$ cat src/rtl/sass_pkg.sv
// Shared constants and FSM encoding for the SASS serial transmitter family.
package sass_pkg;

  localparam int PAR_NONE = 0;
  localparam int PAR_EVEN = 1;
  localparam int PAR_ODD  = 2;

  localparam logic LINE_IDLE  = 1'b1;
  localparam logic LINE_START = 1'b0;

  typedef enum logic [2:0] {
    IDLE,
    START,
    DATA,
    PAR,
    STOP
  } state_t;

endpackage

$ cat src/rtl/sass_fifo.sv
// Show-ahead word FIFO: dout always presents the head entry; pushes into a full
// FIFO and pops from an empty one are ignored.
module sass_fifo #(
  parameter int width = 8,
  parameter int depth = 4
) (
  input  logic                   clk,
  input  logic                   rst,
  input  logic                   push,
  input  logic                   pop,
  input  logic [width-1:0]       din,
  output logic [width-1:0]       dout,
  output logic [$clog2(depth):0] level,
  output logic                   full,
  output logic                   empty
);

  localparam int AW = $clog2(depth);
  localparam int LW = AW + 1;

  logic [width-1:0] mem [depth];
  logic [AW-1:0]    wr_ptr;
  logic [AW-1:0]    rd_ptr;
  logic             do_push;
  logic             do_pop;

  assign full    = (level == LW'(depth));
  assign empty   = (level == '0);
  assign do_push = push && !full;
  assign do_pop  = pop && !empty;
  assign dout    = mem[rd_ptr];

  always_ff @(posedge clk or negedge rst) begin
    if (!rst) begin
      wr_ptr <= '0;
      rd_ptr <= '0;
      level  <= '0;
    end else begin
      // NOTE: non-blocking assignments keep every register sampling pre-edge values.
      if (do_push) wr_ptr <= wr_ptr + 1'b1;
      if (do_pop)  rd_ptr <= rd_ptr + 1'b1;
      case ({do_push, do_pop})
        2'b10:   level <= level + 1'b1;
        2'b01:   level <= level - 1'b1;
        default: level <= level;
      endcase
    end
  end

  // NOTE: storage is not reset; the pointers and level alone decide which entries are valid.
  always_ff @(posedge clk) begin
    if (do_push) mem[wr_ptr] <= din;
  end

endmodule

$ cat src/rtl/sass_tx_fifo.sv
// SASS serial transmitter with word FIFO, optional parity, 1/2 stop bits and
// bit-order selection; frames are chained back-to-back while words are queued.
module sass_tx_fifo
  import sass_pkg::*;
#(
  parameter int frame_l   = 8,
  parameter int t         = 100,
  parameter int depth     = 4,
  parameter int parity    = 0,
  parameter int stop_b    = 1,
  parameter int msb_first = 0
) (
  input  logic                   clk,
  input  logic                   rst,
  input  logic                   send,
  input  logic [frame_l-1:0]     data,
  output logic                   ready,
  output logic                   busy,
  output logic                   s,
  output logic [$clog2(depth):0] level,
  output logic                   tx_done
);

  localparam int BW = $clog2(t);
  localparam int CW = $clog2(frame_l + 2);
  localparam logic [BW-1:0] BAUD_LAST = BW'(t - 1);
  localparam logic [CW-1:0] DATA_LAST = CW'(frame_l - 1);
  localparam logic [CW-1:0] STOP_LAST = CW'(stop_b - 1);

  state_t             state, state_d;
  logic [BW-1:0]      baud, baud_d;
  logic [CW-1:0]      bit_cnt, bit_d;
  logic [frame_l-1:0] shreg, shreg_d, shreg_next, head;
  logic               par_acc, par_d, s_d, busy_d, done_d;
  logic               pop, full, empty, baud_end;

  sass_fifo #(.width(frame_l), .depth(depth)) u_fifo (
    .clk  (clk),
    .rst  (rst),
    .push (send),
    .pop  (pop),
    .din  (data),
    .dout (head),
    .level(level),
    .full (full),
    .empty(empty)
  );

  function automatic logic out_bit(input logic [frame_l-1:0] v);
    return (msb_first != 0) ? v[frame_l-1] : v[0];
  endfunction

  assign ready      = !full;
  assign baud_end   = (baud == BAUD_LAST);
  assign shreg_next = (msb_first != 0) ? (shreg << 1) : (shreg >> 1);

  always_comb begin
    // NOTE: every output gets a default first so no path can infer a latch.
    state_d = state;
    baud_d  = baud_end ? '0 : baud + 1'b1;
    bit_d   = bit_cnt;
    shreg_d = shreg;
    par_d   = par_acc;
    s_d     = s;
    busy_d  = busy;
    done_d  = 1'b0;
    pop     = 1'b0;
    case (state)
      IDLE: begin
        baud_d = '0;
        bit_d  = '0;
        if (!empty) begin
          pop     = 1'b1;
          state_d = START;
          shreg_d = head;
          par_d   = 1'b0;
          s_d     = LINE_START;
          busy_d  = 1'b1;
        end
      end
      START: begin
        if (baud_end) begin
          state_d = DATA;
          bit_d   = '0;
          s_d     = out_bit(shreg);
        end
      end
      DATA: begin
        if (baud_end) begin
          par_d = par_acc ^ s;  // s holds the data bit just completed
          if (bit_cnt == DATA_LAST) begin
            bit_d = '0;
            if (parity != PAR_NONE) begin
              state_d = PAR;
              s_d     = par_acc ^ s ^ (parity == PAR_ODD);
            end else begin
              state_d = STOP;
              s_d     = LINE_IDLE;
            end
          end else begin
            bit_d   = bit_cnt + 1'b1;
            shreg_d = shreg_next;
            s_d     = out_bit(shreg_next);
          end
        end
      end
      PAR: begin
        if (baud_end) begin
          state_d = STOP;
          bit_d   = '0;
          s_d     = LINE_IDLE;
        end
      end
      STOP: begin
        if (baud_end) begin
          if (bit_cnt == STOP_LAST) begin
            done_d = 1'b1;
            bit_d  = '0;
            if (!empty) begin
              pop     = 1'b1;
              state_d = START;
              shreg_d = head;
              par_d   = 1'b0;
              s_d     = LINE_START;
            end else begin
              state_d = IDLE;
              busy_d  = 1'b0;
            end
          end else begin
            bit_d = bit_cnt + 1'b1;
          end
        end
      end
      default: state_d = IDLE;
    endcase
  end

  always_ff @(posedge clk or negedge rst) begin
    if (!rst) begin
      state   <= IDLE;
      baud    <= '0;
      bit_cnt <= '0;
      shreg   <= '0;
      par_acc <= 1'b0;
      s       <= LINE_IDLE;
      busy    <= 1'b0;
      tx_done <= 1'b0;
    end else begin
      state   <= state_d;
      baud    <= baud_d;
      bit_cnt <= bit_d;
      shreg   <= shreg_d;
      par_acc <= par_d;
      s       <= s_d;
      busy    <= busy_d;
      tx_done <= done_d;
    end
  end

endmodule
$ cat config.mk
export PLATFORM = sky130hd
export DESIGN_NAME = sass_tx_fifo
export DESIGN_NICKNAME = d
export VERILOG_FILES = /design/src/rtl/sass_pkg.sv /design/src/rtl/sass_fifo.sv /design/src/rtl/sass_tx_fifo.sv
export SDC_FILE = /design/constraint.sdc
export NUM_CORES = 1
export LEC_CHECK = 0
export BUFFER_PORTS_ARGS = -buffer_cell sky130_fd_sc_hd__buf_2
export CAP_MARGIN = 20
export CORE_ASPECT_RATIO = 1.4
export CORE_MARGIN = 2
export CORE_UTILIZATION = 54
export DETAILED_ROUTE_END_ITERATION = 8
export GPL_ROUTABILITY_DRIVEN = 0
export GPL_TIMING_DRIVEN = 0
export PLACE_DENSITY = 0.75
export SLEW_MARGIN = 20
export SYNTH_ARGS = -nofsm -noshare
export SYNTH_HDL_FRONTEND = slang
export SYNTH_SLANG_ARGS = --single-unit
$ cat constraint.sdc
create_clock -name clk -period 2.31 [get_ports clk]
set_input_delay 0.231 -clock clk [delete_from_list [all_inputs] [get_ports clk]]
set_output_delay 0.231 -clock clk [all_outputs]
set_load 0.02 [all_outputs]
=== Word level (Yosys, flattened, before mapping) ===
Memory sizes are Yosys's and may differ from the RTL's.
Index checks and enable logic that the tools add are counted.

* Register bits after elaboration: 32
* Memory bits (writable): 32
* Input port bits: 11
* Output and inout bits: 7
* Word-level logic and storage cells: 100
* Memories kept: 1

* Add/sub/neg operators: 6
* Eq/ne operators: 19
* Muxes and demuxes: 46
* Reduce and logical (&&, ||, !) cells: 18

{| class="wikitable"
|+ Memory list
! name !! depth !! bits a word !! read ports !! clocked after Yosys merged registers in !! wr ports !! RTL line !! text
|-
| u_fifo.mem || 4 || 8 || 1 || 0 || 1 || sass_fifo.sv:21 || <nowiki>logic [width-1:0] mem [depth];</nowiki>
|}

{| class="wikitable"
|+ Operators with widths
! cell !! number
|-
| $mux W8 || 5
|-
| $pmux W8 S3 || 1
|-
| $mux W3 || 7
|-
| $mux W1 || 20
|-
| $mux W4 || 5
|-
| $ne A2 B2 Y1 const B || 9
|-
| $pmux W4 S4 || 1
|-
| $pmux W3 S5 || 1
|-
| $mux W7 || 2
|-
| $reduce_and A5 Y1 || 2
|-
| $add A7 B1 Y7 const B || 1
|-
| $eq A7 B7 Y1 const B || 1
|-
| $reduce_and A7 Y1 || 1
|-
| $eq A3 B2 Y1 const B || 2
|-
| $eq A3 B3 Y1 const B || 2
|-
| $logic_not A3 Y1 || 2
|-
| $pmux W3 S2 || 1
|-
| $reduce_and A6 Y1 || 1
|-
| $pmux W1 S5 || 1
|-
| $reduce_bool A5 Y1 || 1
|-
| $add A2 B1 Y2 const B || 2
|-
| $add A4 B1 Y4 const B || 1
|-
| $eq A4 B3 Y1 const B || 1
|-
| $logic_not A4 Y1 || 1
|-
| 14 further kinds || 18
|}

=== Longest topological paths before layout ===
* Word-level depth: 8
* Depth in mapped cells: 11
* Depth with buffers taken out: 10

=== Cells and area by module ===
Synthesis repeated with hierarchy kept, for this count alone.

* Cell total of the unflattened synthesis: 210
* Area, all modules: 3050.4 sq um

{| class="wikitable"
|+ Modules (own cells, without submodules)
! module !! instances !! cells an instance !! area each (sq um)
|-
| sass_fifo || 1 || 79 || 1592.8
|-
| sass_tx_fifo || 1 || 131 || 1457.6
|}

=== Least setup slack after synthesis ===
Ideal clock, no wire load.

* Path type: register -> register
* Start: register baud[0]
* End: register u_fifo.level[2]
* Arrival: 2478 ps
* Slack: -248 ps
* Cell stages (with the launch flop): 12
* Path buffers: 1
* Period minus slack after synthesis: 2558 ps
* Path through: dfrtp_1 > ha_1 > and2_0 > clkdlybuf4s18_1 > nand4_4 > a21oi_1 > ha_1 > inv_1 > fa_1 > xor2_1 > nor2_1 > xor2_1

* Cells in the longest elaborated chain, start to end: 6
* Elaborated cells between the ends (all ways): 8
* Classes of those cells: eq/ne: 3; mux: 3; reduce/logical: 2

{| class="wikitable"
|+ RTL lines
! what !! RTL line !! text
|-
| from (decl) || sass_tx_fifo.sv:31 || <nowiki>logic [BW-1:0] baud, baud_d;</nowiki>
|-
| from (signal assigned) || sass_tx_fifo.sv:150 || <nowiki>baud <= baud_d;</nowiki>
|-
| $eq A7 B7 Y1 * || sass_tx_fifo.sv:54 || <nowiki>assign baud_end = (baud == BAUD_LAST);</nowiki>
|-
| $mux W1 * || sass_tx_fifo.sv:115 || <nowiki>if (baud_end) begin</nowiki>
|-
| $pmux W1 S2 * || sass_tx_fifo.sv:68 || <nowiki>case (state)</nowiki>
|-
| $logic_and A1 B1 Y1 * || sass_fifo.sv:30 || <nowiki>assign do_pop = pop && !empty;</nowiki>
|-
| via u_fifo.do_pop || sass_fifo.sv:25 || <nowiki>logic do_pop;</nowiki>
|-
| $eq A2 B1 Y1 or $eq A2 B2 Y1 (tied branches) || sass_fifo.sv:42 || <nowiki>case ({do_push, do_pop})</nowiki>
|-
| $pmux W3 S2 or $reduce_bool A2 Y1 (tied branches) || - ||
|-
| to (signal assigned) || sass_fifo.sv:43 || <nowiki>2'b10: level <= level + 1'b1;</nowiki>
|-
| to (signal assigned) || sass_fifo.sv:44 || <nowiki>2'b01: level <= level - 1'b1;</nowiki>
|-
| to (signal assigned) || sass_fifo.sv:45 || <nowiki>default: level <= level;</nowiki>
|-
| to (decl) || sass_fifo.sv:13 || <nowiki>output logic [$clog2(depth):0] level,</nowiki>
|}

The timed path passes the listed nets; every way through them passes the cells marked *.
A chain may end at the register's enable or synchronous reset.

=== Final worst setup path ===
* Start: register baud[2]
* End: register u_fifo.level[2]

The elaborated chain is that of the path after synthesis.

==> impl_metrics.py <==
metrics = {
    "outcome": {
        "outcome": "complete, no violations",
    },
    "global_routing": {
        "antenna_found_initial": 0,
        "grt_pass1_vias": 1681,
        "grt_use_total_pct": 17.8,
        "grt_max_degree": 33,
        "grt_pass1_wl_um": 7990,
        "grt.overflow.total": 0,
    },
    "detailed_routing": {
        "viasPerCell": 5.54,
        "wirelength_um": 4820,
        "drt_iter0_drc": 135,
        "vias": 1691,
        "dr.pass1.iters": 4,
        "ant_nets": 0,
        "drcViolationCount": 0,
        "drt-wirelength-per-cell_um": 15.8,
    },
    "synth": {
        "ys.flop_type": "edfxtp_1",
        "ys_types": 50,
        "yosys.area.top_type": "edfxtp_1",
        "synthCells": 201,
        "yosysTopAreaCellShare_pct": 32.9,
        "yosysWarnings": 0,
        "synthesis.area_um2": 2920,
        "async_reset_ff_share_pct": 50.0,
        "synth_nets": 221,
        "ys_ff_latch": 64,
        "ys_seq_area_share_pct": 60.4,
        "ys_top_cells_by_area": "edfxtp_1, dfrtp_1, mux2_2, mux4_2, ha_1",
        "synth_edf_count": 32,
        "avgSynthCellArea_um2": 14.5,
    },
    "place": {
        "numPortBuffers": 17,
        "placed_cell_area_um2": 3110,
        "dpl.hpwl_um": 3240,
        "placedCellCount": 284,
    },
    "floorplan": {
        "chipHeight_um": 91.0,
        "fp-row-count": 31,
        "die_w_um": 66.1,
        "core_area_um2": 5200,
        "initial_core_util_pct": 56.1,
        "pin_count": 18,
        "die_area_um2": 6020,
    },
    "clock_tree": {
        "htreeDepth": 3,
        "cts.path.max_buffers": 2,
        "worstSkewPairLatency_ns": 0.33,
        "clk_pin_slew_worst_paths_ns": 0.08,
        "cts.sinks": 64,
        "cts_inserted_buffers": 9,
        "cts_root_buffer": "clkbuf_8",
        "cts_tree": "built",
    },
    "power_and_ir_drop": {
        "p_sw_share_pct": 32.7,
        "ir_drop_v": 0.000764,
        "combPwrFrac_pct": 31.2,
        "finalPower_mw": 3.74,
        "pwr-share-seq_pct": 45.9,
        "power_density_nw_per_um2": 1120,
        "p_int_mw": 2.52,
        "p_switching_mw": 1.22,
        "clkPwrFrac_pct": 22.9,
        "p_leak_nw": 1.31,
    },
    "cells_and_area": {
        "layout_common_cells": "edfxtp_1, dfrtp_1, buf_2",
        "final_common_cell": "edfxtp_1",
        "nNetsFinal": 254,
        "stdcell_count": 305,
        "final_cell_area_um2": 3360,
        "area_delta_synth_final_pct": 15.0,
        "diodes": 0,
        "drive_gt1_share_pct": 35.1,
    },
    "job": {
        "max-cap-violations": 0,
    },
    "hold_path": {
        "hp-class": "in2reg",
    },
    "worst_setup_path": {
        "cp_slowest_cell": "dfrtp_2",
        "rrSetupSlack_ns": 0.11,
        "crit_chain": "nor4b_4, nand4_4, a21oi_4, ha_4, inv_2, fa_2, xor2_1, nor2_1, xor2_1",
        "worstPathRequired_ns": 2.57,
        "end_kind": "register",
        "slowest_delay_ns": 0.44,
        "path_class": "reg2reg",
        "critical_path.most_common_cell": "xor2_1",
        "worstPathMaxFanout": 4,
        "crit_family": "simple AND/OR/NAND/NOR gates",
        "worst-path-buf-inv": 1,
        "setup.worst_path.start_class": "register",
        "crit_arrival_ns": 2.46,
    },
    "timing": {
        "max_freq_mhz": 455,
        "skew_ns": 0.00573,
        "worst_pin_slew_ns": 0.711,
        "finalMaxSlewViolations": 0,
        "whs_ns": 0.103,
        "hold_viol_final": 0,
        "finalCritPeriodShare_pct": 95.2,
        "fin_crit_ns": 2.20,
        "setup_viol": 0,
        "slew_headroom_pct": 52.6,
    },
}
[worst paths after layout]
path / from / cells after the start / to
setup / recovery: baud[2] / 9 / u_fifo.level[2]
hold / removal: data[4] / 1 / u_fifo.mem[2][4]
setup reg to reg: baud[2] / 9 / u_fifo.level[2]
hold reg to reg: shreg[7] / 1 / shreg[7]
max in group asynchronous: rst / 2 / baud[2]
min in group asynchronous: rst / 2 / baud[3]
[layout make-up]
class	instances	area (µm²)
Fill cell	404	1840
Multi-Input combinational cell	120	1120
Sequential cell	64	1760
Clock inverter	7	55.1
Inverter	11	41.3
Buffer	6	42.5
Tap cell	66	82.6
Clock buffer	9	124
Timing Repair Buffer	22	125
[what timing repair did]
action / 4_1_cts / 5_1_grt
setup buffers: 3 / 1
gates cloned: 0 / 0
endpoints found under the hold margin: 31 / 0
endpoints found under the setup margin: 2 / 1
gates resized for setup: 5 / 6
hold buffers: 1 / 0
pin swaps: 3 / 4
[metrics by stage]
stage	setup slack, ns	util, %	setup TNS [ns]
global route	-0.0173	64.6	-0.0173
global placement	-0.257	59.9	-0.385
floorplan	-0.0183	-	-0.0183
detailed placement	-0.260	59.9	-0.396
finish	0.112	64.6	0
CTS	0.0274	64.0	0
[cells by family after synthesis]
logic type,share of synthesized area [%]
XOR/XNOR,3.30
flip-flops,60.4
buffers and inverters,2.83
AND/OR/NAND/NOR,10.4
multiplexers,12.7
AO/OA/AOI/OAI,6.18
adder cells (fa/ha/maj),4.12
[routing by layer]
metal	track usage, %	wire length (µm)
met1	22.4	2030
met5	0	0
met2	29.0	2560
met4	6.46	57
met3	5.20	179
[power groups by stage]
stage	Combinational (mW)	Clock [mW]	Sequential (mW)
after global placement	1.11	0	1.72
after global routing	1.30	0.940	1.75
after floorplan	0.850	0	1.73
after detailed placement	1.14	0	1.73
after CTS	1.17	0.890	1.71
final	1.17	0.858	1.72
[flip-flops by register name, summed over array words and instances, names as in the netlist]
signal and cells:
tx_done 1, u_fifo.rd_ptr 2, u_fifo.level 3, busy 1, bit_cnt 4, shreg 8, state 3, u_fifo.wr_ptr 2
u_fifo.mem 32, s 1, baud 7
[cells in the mapped netlist, types with 5 or more instances]
cell type  count
and3_1         5
nor2_1        12
inv_1         11
a21oi_1        6
ha_1           8
nand3_1        6
xnor2_1        6
xor2_1         5
edfxtp_1      32
mux4_2         8
dfrtp_1       31
mux2_2        17
nand2_1        7
[worst register-to-register path: cells and delay by family (launching register included)]
family          cells  cell delay [ns]
flops               1             0.44
compound gates      1             0.20
xor+xnor            2             0.30
fa+ha+maj           2             0.50
simple gates        3             0.66
buf+inv             1             0.04
(Power assumes the default switching activity.)
